**src/rtl/objdma_pkg.sv**
```systemverilog
// Shared types for the object RAM DMA scheduler: copy-engine states and default copy length.
package objdma_pkg;

    typedef enum logic [1:0] {
        ST_IDLE,
        ST_COPY,
        ST_FLUSH,
        ST_WAITEND
    } state_t;

    localparam int WORDS_DEFAULT = 2048;

endpackage

```
**src/rtl/objram_cpu_hold.sv**
```systemverilog
// One-deep holding register for a CPU object RAM access that arrives while the copy engine
// owns the port, plus the registered wait indication back to the CPU.
module objram_cpu_hold #(
    parameter int ADDR_W = 11,
    parameter int DATA_W = 16
) (
    input  logic              clk,
    input  logic              rst_n,
    input  logic              cen,
    input  logic              port_busy,
    input  logic              port_busy_nx,
    input  logic              req,
    input  logic              wr,
    input  logic [ADDR_W-1:0] addr,
    input  logic [DATA_W-1:0] din,
    output logic              pending,
    output logic              hold_wr,
    output logic [ADDR_W-1:0] hold_addr,
    output logic [DATA_W-1:0] hold_din,
    output logic              wait_n
);

    logic capture;
    logic pending_nx;

    assign capture = port_busy && req && !pending;

    always_comb begin
        // NOTE: every always_comb output gets a default first so no path infers a latch.
        pending_nx = pending;
        if (capture) begin
            pending_nx = 1'b1;
        end else if (!port_busy) begin
            pending_nx = 1'b0;
        end
    end

    // NOTE: sequential state uses non-blocking assignments so all flops update together.
    always_ff @(posedge clk or negedge rst_n) begin
        if (!rst_n) begin
            pending <= 1'b0;
            wait_n  <= 1'b1;
        end else if (cen) begin
            pending <= pending_nx;
            // Released on the edge into the servicing cycle, so the CPU sees it high while served.
            wait_n  <= !(pending_nx && port_busy_nx);
        end
    end

    // NOTE: payload registers carry no reset; they are only consumed while pending is set.
    always_ff @(posedge clk) begin
        if (cen && capture) begin
            hold_wr   <= wr;
            hold_addr <= addr;
            hold_din  <= din;
        end
    end

endmodule

```
**src/rtl/objram_dma_scheduler.sv**
```systemverilog
// Once-per-frame object RAM -> line-buffer copy engine, started by the falling edge of the DMA
// window, sharing the object RAM port with the CPU (CPU accesses are held off during a copy).
module objram_dma_scheduler
    import objdma_pkg::*;
#(
    parameter int ADDR_W = 11,
    parameter int DATA_W = 16,
    parameter int WORDS  = WORDS_DEFAULT
) (
    input  logic              i_EMU_MCLK,
    input  logic              i_MRST_n,
    input  logic              i_EMU_CLK6MPCEN_n,
    input  logic              i_DMA_n,
    input  logic              i_FRAMEPARITY,
    input  logic              i_CPU_REQ,
    input  logic              i_CPU_WR,
    input  logic [ADDR_W-1:0] i_CPU_ADDR,
    input  logic [DATA_W-1:0] i_CPU_DIN,
    output logic              o_CPU_WAIT_n,
    output logic [ADDR_W-1:0] o_SRC_ADDR,
    output logic              o_SRC_WE,
    output logic [DATA_W-1:0] o_SRC_DOUT,
    input  logic [DATA_W-1:0] i_SRC_DIN,
    output logic [ADDR_W-1:0] o_DST_ADDR,
    output logic              o_DST_WE,
    output logic [DATA_W-1:0] o_DST_DOUT,
    output logic              o_DST_BANK,
    output logic              o_BUSY,
    output logic              o_DONE,
    output logic              o_ABORT
);

    // Counter is one bit wider than the address so WORDS == 2**ADDR_W still reaches its last word.
    localparam logic [ADDR_W:0] LAST_ADDR = (ADDR_W+1)'(WORDS - 1);

    state_t            state, state_nx;
    logic [ADDR_W:0]   rd_cnt;
    logic              dma_d;
    logic              cen;
    logic              start, issue, abort_now;
    logic              port_busy, port_busy_nx;
    logic              hold_pending, hold_wr;
    logic [ADDR_W-1:0] hold_addr;
    logic [DATA_W-1:0] hold_din;

    assign cen          = !i_EMU_CLK6MPCEN_n;
    assign start        = (state == ST_IDLE) && dma_d && !i_DMA_n;
    assign port_busy    = (state == ST_COPY) || (state == ST_FLUSH);
    assign port_busy_nx = (state_nx == ST_COPY) || (state_nx == ST_FLUSH);

    always_comb begin
        state_nx  = state;
        issue     = 1'b0;
        abort_now = 1'b0;
        case (state)
            ST_IDLE:    if (start) state_nx = ST_COPY;
            ST_COPY: begin
                if (i_DMA_n) begin
                    abort_now = 1'b1;
                    state_nx  = ST_IDLE;
                end else begin
                    issue = 1'b1;
                    if (rd_cnt == LAST_ADDR) state_nx = ST_FLUSH;
                end
            end
            ST_FLUSH:   state_nx = ST_WAITEND;
            ST_WAITEND: if (i_DMA_n) state_nx = ST_IDLE;
            default:    state_nx = ST_IDLE;
        endcase
    end

    always_ff @(posedge i_EMU_MCLK or negedge i_MRST_n) begin
        if (!i_MRST_n) begin
            state <= ST_IDLE;
        end else if (cen) begin
            state <= state_nx;
        end
    end

    always_ff @(posedge i_EMU_MCLK or negedge i_MRST_n) begin
        if (!i_MRST_n) begin
            rd_cnt     <= '0;
            dma_d      <= 1'b0;
            o_DST_WE   <= 1'b0;
            o_DST_ADDR <= '0;
            o_DST_BANK <= 1'b0;
            o_BUSY     <= 1'b0;
            o_DONE     <= 1'b0;
            o_ABORT    <= 1'b0;
        end else if (cen) begin
            dma_d    <= i_DMA_n;
            o_DST_WE <= issue;
            o_DONE   <= (state == ST_FLUSH);
            o_BUSY   <= port_busy_nx;
            if (issue) begin
                rd_cnt     <= rd_cnt + 1'b1;
                o_DST_ADDR <= rd_cnt[ADDR_W-1:0];
            end
            if (start) begin
                rd_cnt     <= '0;
                o_DST_BANK <= !i_FRAMEPARITY;
                o_ABORT    <= 1'b0;
            end
            if (abort_now) o_ABORT <= 1'b1;
        end
    end

    objram_cpu_hold #(
        .ADDR_W (ADDR_W),
        .DATA_W (DATA_W)
    ) u_cpu_hold (
        .clk          (i_EMU_MCLK),
        .rst_n        (i_MRST_n),
        .cen          (cen),
        .port_busy    (port_busy),
        .port_busy_nx (port_busy_nx),
        .req          (i_CPU_REQ),
        .wr           (i_CPU_WR),
        .addr         (i_CPU_ADDR),
        .din          (i_CPU_DIN),
        .pending      (hold_pending),
        .hold_wr      (hold_wr),
        .hold_addr    (hold_addr),
        .hold_din     (hold_din),
        .wait_n       (o_CPU_WAIT_n)
    );

    // A held access takes priority over a live CPU strobe once the CPU regains the port.
    always_comb begin
        o_SRC_ADDR = i_CPU_ADDR;
        o_SRC_WE   = 1'b0;
        o_SRC_DOUT = i_CPU_DIN;
        if (port_busy) begin
            o_SRC_ADDR = rd_cnt[ADDR_W-1:0];
        end else if (hold_pending) begin
            o_SRC_ADDR = hold_addr;
            o_SRC_WE   = hold_wr;
            o_SRC_DOUT = hold_din;
        end else begin
            o_SRC_WE   = i_CPU_REQ && i_CPU_WR;
        end
    end

    assign o_DST_DOUT = i_SRC_DIN;

endmodule

```
**config.mk**
```make
export PLATFORM = sky130hd
export DESIGN_NAME = objram_dma_scheduler
export DESIGN_NICKNAME = d
export VERILOG_FILES = /design/src/rtl/objdma_pkg.sv /design/src/rtl/objram_cpu_hold.sv /design/src/rtl/objram_dma_scheduler.sv
export SDC_FILE = /design/constraint.sdc
export NUM_CORES = 1
export LEC_CHECK = 0
export ABC_AREA = 0
export CAP_MARGIN = 0
export CORE_UTILIZATION = 44
export CTS_CLUSTER_DIAMETER = 50
export DETAILED_ROUTE_END_ITERATION = 10
export PLACE_DENSITY = 0.8
export SYNTH_ARGS = -nofsm -noshare
export SYNTH_HDL_FRONTEND = slang
export SYNTH_SLANG_ARGS = --single-unit
```
**constraint.sdc**
```tcl
create_clock -name i_EMU_MCLK -period 4.64 [get_ports i_EMU_MCLK]
set_clock_uncertainty 0.1 [all_clocks]
set_input_delay 0.928 -clock i_EMU_MCLK [delete_from_list [all_inputs] [get_ports i_EMU_MCLK]]
set_output_delay 0.928 -clock i_EMU_MCLK [all_outputs]
set_load 0.02 [all_outputs]
```
==> results of run 1 <==
## through the flow
step | total power [uW] | hold WS [ps] | worst slack (ps) | instance area (um^2) | util (%)
after floorplan | 1400 | 396 | 144 | 2970 | -
after global placement | 1790 | 361 | 1190 | 3730 | 58.1
after detailed placement | 1820 | 374 | 1090 | 3730 | 58.1
after CTS | 2320 | 388 | 708 | 3940 | 61.3
after global routing | 2420 | 410 | 576 | 3940 | 61.3
final | 2310 | 384 | 720 | 3940 | 61.3
## cells by family after synthesis
| kind of cell | after synthesis |
|---|---|
| buffers and inverters | 33 |
| flip-flops | 61 |
| adder cells (fa/ha/maj) | 5 |
| AO/OA/AOI/OAI | 33 |
| multiplexers | 41 |
| AND/OR/NAND/NOR | 60 |
| XOR/XNOR | 10 |
## how the worst max path moves through the flow
| stage | startpoint | to | depth (start not counted) |
|---|---|---|---|
| 5_1_grt | state[0] | o_SRC_DOUT[2] | 6 |
| 3_3_place_gp | i_CPU_REQ | o_SRC_WE | 6 |
| 4_1_cts | state[0] | o_SRC_DOUT[5] | 6 |
| 6_report | state[0] | o_SRC_DOUT[5] | 6 |
| 2_1_floorplan | i_EMU_CLK6MPCEN_n | u_cpu_hold.hold_addr[0] | 2 |
| 3_5_place_dp | state[0] | o_SRC_DOUT[5] | 6 |
## sequential cells by signal (all words and copies together) (netlist names)
register,flops
rd_cnt,12
u_cpu_hold.hold_addr,11
o_ABORT,1
o_DST_WE,1
o_BUSY,1
u_cpu_hold.wait_n,1
dma_d,1
state,2
o_DST_BANK,1
u_cpu_hold.pending,1
u_cpu_hold.hold_din,16
o_DONE,1
o_DST_ADDR,11
u_cpu_hold.hold_wr,1
## placed cells by master, fill, tap and decap left out, drive strengths merged, types with 2 or more instances in the layout
master / n
xnor2: 3
dfrtp: 32
nand2: 24
clkdlybuf4s50: 78
mux2: 29
buf: 5
nor2b: 2
ha: 5
o21ai: 18
nor2: 15
inv: 6
edfxtp: 28
mux2i: 12
nand2b: 2
clkinv: 5
nand4: 5
nor3: 2
a21o: 2
xor2: 7
nand3: 2
a21oi: 5
clkbuf: 9
bufinv: 2
or3: 2
## routing by layer
layer | vias to the layer above | share of wire [%] | track usage, % | wire, um
li1 | 992 | - | - | -
met1 | 1025 | 43 | 23.3 | 2760
met2 | 50 | 50 | 33.3 | 3240
met3 | 17 | 4.6 | 6.39 | 296
met4 | 0 | 2.7 | 10.3 | 175
met5 | - | 0 | 0 | 0
## cell type report
type                            count  area share, %
Sequential cell                    61           42.4
Tap cell                           77           2.45
Timing Repair Buffer               83           20.8
Clock buffer                        9           3.15
Clock inverter                      7           2.03
Multi-Input combinational cell    149           28.6
Inverter                            6          0.572
## worst max-delay path, cell delays in order, from the launching register on
cell and delay [ps]:
dfrtp_1 430, inv_1 110, ha_1 600, nor2b_1 220, buf_4 260, mux2_2 370, clkdlybuf4s50_1 550
## power by group through the flow
stage / combinational (uW) / clock, uW / sequential [uW]
after floorplan: 612 / 0 / 785
after global placement: 1010 / 0 / 781
after detailed placement: 1040 / 0 / 786
after CTS: 1040 / 507 / 776
after global routing: 1110 / 524 / 790
final: 1040 / 496 / 774
==> results by group, run 1 <==
Outcome
  • Status: finished with violations
  • Violated checks: design-rule violations

Logic synthesis
  • Most area-consuming cells after synthesis: edfxtp_1, dfrtp_1, mux2_2
  • Compound-cell area share of the yosys netlist: 7.00%
  • Post-Syn Nets: 298
  • Sequential cell area fraction in the yosys report: 56.2%
  • Syn avg cell area: 12.2 um^2
  • Synth Flop Type: dfrtp_1
  • Most common cell in the netlist: dfrtp_1
  • Top cells by count, synth: dfrtp_1, edfxtp_1, mux2_2
  • Synth async-reset ratio: 54.1%
  • Mux contribution to synthesized area: 15.2%
  • Simple-gate portion of the synthesized area: 10.2%
  • Yosys reg bits: 61
  • Largest family of logic cells by synthesized area: multiplexers
  • Syn Inst Count: 243
  • Synth warn: 0
  • Adder-Cell Fraction of Synth Area: 2.11%
  • Cell Area, Synth: 0.00297 mm^2
  • Post-synth EDFFs: 28
  • Leading area contributor after synthesis: edfxtp_1
  • Top cell type's share of synthesized area: 28.3%
  • Distinct cells, synth: 42
  • Synth Area in XOR/XNOR: 2.95%

Timing
  • Setup violators final: 0
  • Unrepaired setup endpoints after global routing: no
  • Crit share post-route: 84.5%
  • Headroom to the max-slew limit: 47.7%
  • Fmax: 0.255 GHz
  • Final Hold Viols: 0
  • Final Critical Period: 3920 ps
  • Slew Limit Fails: 0
  • Setup TNS: 0 ps
  • Least-Margin Pin Slew: 785 ps

Global routing
  • Largest net degree at the start of global routing: 34
  • Vias in the first global route: 2205
  • First-pass GRT wire length: 10800 um
  • GR Overflow Total: 0
  • GRT Total Usage: 20.0%
  • Initial antenna violation count: 0

Clock network
  • CTS Hold Bufs: 0
  • Clk slew on worst S/H paths: 60 ps
  • CTS sink cnt: 61
  • Setup bufs post-CTS: 0
  • CTS tree: yes
  • Deepest clock path buffer count: 2
  • Root buffer cell: clkbuf_8
  • PostCTS Resize Cnt: 0
  • TritonCTS Buffers: 9
  • Clock latency at the later pin of the worst-skew pair: 340 ps
  • CTS H-Tree Depth: 3

Cells and area
  • Final #Nets: 365
  • Multi-input gate area: 0.00113 mm^2
  • Post-Layout Cell Count: 392
  • Register area: 0.00167 mm^2
  • Share of cells above drive strength 1: 17.1%
  • Antenna Cells: 0
  • Fill cells: 511
  • Synthesis-to-finish area growth: 32.6%

Place
  • Placed cells: 376
  • Number of port buffers: 78
  • DP HPWL: 4680 um
  • GP Congestion: 0.776

Routing
  • Total number of vias: 2084
  • First-pass DRT Iterations: 7
  • Routed vias/inst: 5.32
  • Antenna viol nets, final: 0
  • Overall routed net length: 6470 um
  • # DRC: 14
  • First DRT Iteration DRCs: 78
  • Wirelength per Cell: 16.5 um

Power and ir drop
  • Psw: 832 uW
  • Pwr dens: 586 mW/mm^2
  • VDD IR max: 0.000351 V
  • Leak: 0.00157 uW
  • Clock power share: 21.5%
  • Sw Ratio: 36.0%
  • Flop pwr share: 33.6%
  • Combinational share of power: 45.0%
  • Internal Pwr Total: 1480 uW

Flow run
  • Count of maximum capacitance violations: 0

Setup path
  • Setup crit start kind: register
  • Worst EP required: 3610 ps
  • FF-to-FF Start: state[0]
  • R2r setup slk: 2190 ps
  • WS Path Type: reg2out
  • R2R Path End: u_cpu_hold.hold_din[15]
  • Max FO, Critical Path: 26
  • WP data arrival: 2890 ps
  • Worst r2r path cells: 4
  • Worst setup EP type: primary output

Floorplan
  • I/O pins: 111
  • Die H: 84.1 um
  • Die width: 84.1 um
  • Initial core utilization: 46.2%
  • Core Region: 0.00642 mm^2
  • Row cnt: 29
  • Die ar.: 0.00708 mm^2

Worst hold path
  • Hold path cells: 1
  • Worst Hold End: o_DST_WE
  • Hold_sp: o_DST_WE
  • Hold/Removal Path Class: reg2reg
No activity file was read; power rests on OpenSTA's default activity.
==> run 2: changes to the inputs <==
--- a/config.mk
+++ b/config.mk
@@ -7,10 +7,10 @@
 export LEC_CHECK = 0
 export ABC_AREA = 0
 export CAP_MARGIN = 0
-export CORE_UTILIZATION = 44
+export CORE_UTILIZATION = 40
 export CTS_CLUSTER_DIAMETER = 50
 export DETAILED_ROUTE_END_ITERATION = 10
-export PLACE_DENSITY = 0.8
+export PLACE_DENSITY = 0.76
 export SYNTH_ARGS = -nofsm -noshare
 export SYNTH_HDL_FRONTEND = slang
 export SYNTH_SLANG_ARGS = --single-unit
==> constraint.sdc (replaced) <==
create_clock -name i_EMU_MCLK -period 3.45 [get_ports i_EMU_MCLK]
set_clock_uncertainty 0.1 [all_clocks]
set_input_delay 0.69 -clock i_EMU_MCLK [delete_from_list [all_inputs] [get_ports i_EMU_MCLK]]
set_output_delay 0.69 -clock i_EMU_MCLK [all_outputs]
set_load 0.02 [all_outputs]
==> run 2 against run 1 <==
Compared with the run above: the run now ends clean; non-clock buffer count up 3; sequential cell count is the same; power is 32% higher; worst hold slack better by 9.4 ps; register-to-register slack lost 1200 ps; critical path depth is the same; critical path type unchanged.
==> results by group, run 2 (synthesis gave the netlist of run 1 again) <==
Outcome
  • Status: completed

Routing
  • Total number of vias: 2049
  • Antenna viol nets, final: 0
  • First DRT Iteration DRCs: 102
  • Overall routed net length: 6470 um
  • Wirelength per Cell: 15.5 um
  • Routed vias/inst: 4.91
  • First-pass DRT Iterations: 4
  • # DRC: 0

Clock network
  • CTS sink cnt: 61
  • Clk slew on worst S/H paths: 60 ps
  • CTS tree: yes
  • PostCTS Resize Cnt: 0
  • Deepest clock path buffer count: 2
  • CTS Hold Bufs: 0
  • TritonCTS Buffers: 9
  • Root buffer cell: clkbuf_8
  • Setup bufs post-CTS: 0
  • Clock latency at the later pin of the worst-skew pair: 340 ps
  • CTS H-Tree Depth: 3

Cells and area
  • Final #Nets: 368
  • Commonest non-fill, non-tap cell in the layout: clkdlybuf4s50_1
  • Biggest regs: u_cpu_hold.hold_din (16), rd_cnt (12)
  • Synthesis-to-finish area growth: 33.9%
  • Largest reg by FF count: u_cpu_hold.hold_din
  • Largest register FFs: 16
  • Most frequent cells in the layout: clkdlybuf4s50_1, dfrtp_1, mux2_2, edfxtp_1, nand2_1
  • Share of cells above drive strength 1: 18.6%
  • Antenna Cells: 0

Power and ir drop
  • Flop pwr share: 33.2%
  • VDD IR max: 0.000354 V
  • Sw Ratio: 36.0%
  • Combinational share of power: 46.6%
  • Internal Pwr Total: 1960 uW
  • Pwr dens: 768 mW/mm^2
  • Final total power: 3050 uW
  • Leak: 0.00158 uW
  • Clock power share: 20.2%
  • Psw: 1100 uW

Floorplan
  • Die H: 88.1 um
  • Die width: 88.1 um
  • I/O pins: 111
  • Die ar.: 0.00777 mm^2
  • Row cnt: 31
  • Initial core utilization: 41.1%
  • Core Region: 0.00721 mm^2

Global routing
  • Initial antenna violation count: 0
  • GRT Total Usage: 17.2%
  • GR Overflow Total: 0
  • Vias in the first global route: 2011
  • First-pass GRT wire length: 9940 um
  • Largest net degree at the start of global routing: 34

Setup path
  • WP data arrival: 2460 ps
  • Worst setup EP type: primary output
  • Setup crit start kind: register
  • WS Path Type: reg2out
  • Max FO, Critical Path: 16
  • Worst EP required: 2660 ps

Worst hold path
  • Hold/Removal Path Class: reg2reg

Timing
  • Least-Margin Pin Slew: 547 ps
  • Final Critical Period: 3250 ps
  • Setup TNS: 0 ps
  • Setup violators final: 0
  • Crit share post-route: 94.1%
  • Fmax: 0.308 GHz
  • Unrepaired setup endpoints after global routing: no
  • Slew Limit Fails: 0
  • Final Hold Viols: 0
  • Headroom to the max-slew limit: 63.0%

Flow run
  • Count of maximum capacitance violations: 0

Place
  • Number of port buffers: 78
  • GP Congestion: 0.841
  • DP HPWL: 4610 um
==> run 2: changes by cell type in the layout (fill, tap and decap cells not counted), sizes merged <==
cell	delta
buf	+3
bufinv	-1
clkbuf	+3
clkinv	-3
clkinvlp	+1
==> run 2: power groups by stage <==
stage	Combinational [uW]	Clock, uW	Sequential [uW]
5_1_grt	1530	671	1030
6_report	1420	618	1010
4_1_cts	1430	636	1010
3_5_place_dp	1430	0	1020
2_1_floorplan	828	0	1050
3_3_place_gp	1410	0	1020
==> run 2: final timing paths <==
kind	from	to	slack [ps]	cells after the start
setup / recovery	state[0]	o_SRC_DOUT[13]	200	6
hold reg to reg	u_cpu_hold.wait_n	u_cpu_hold.wait_n	390	1
max in group asynchronous	i_MRST_n	u_cpu_hold.wait_n	2230	2
min in group asynchronous	i_MRST_n	rd_cnt[10]	670	2
hold / removal	u_cpu_hold.wait_n	u_cpu_hold.wait_n	390	1
setup reg to reg	state[1]	o_BUSY	1010	7
==> run 2: area by class of cell <==
cell class                 instances  area [um^2]
fill                             640         3240
timing repair buffer              86          841
clock buffer                      12          145
sequential                        61         1670
multi-input combinational        149         1130
clock inverter                     4         47.5
inverter                           6         22.5
tap                               99          124
==> run 2: metrics by stage <==
| step | hold slack, ps | cell area, um^2 | instances | utilization (%) | setup WS, ps |
|---|---|---|---|---|---|
| 2_1_floorplan | 294 | 2970 | 243 | - | 276 |
| 3_3_place_gp | 371 | 3780 | 401 | 52.4 | 566 |
| 3_5_place_dp | 376 | 3780 | 401 | 52.4 | 545 |
| 4_1_cts | 396 | 3970 | 417 | 55.1 | 189 |
| 5_1_grt | 406 | 3970 | 417 | 55.1 | 93.8 |
| 6_report | 393 | 3970 | 417 | 55.1 | 203 |
==> run 2: per-layer routing <==
metal	GRT usage, %	share of wire [%]
met5	0	0
met4	8.06	1.4
met3	3.77	7.2
met2	27.0	44
met1	22.9	47
==> run 2: worst max-delay path, cell delays in order, from the launching register on <==
cell,delay [ps]
dfrtp_1,420
inv_1,110
ha_1,320
nor2b_1,120
buf_4,240
mux2_2,360
clkdlybuf4s50_1,540
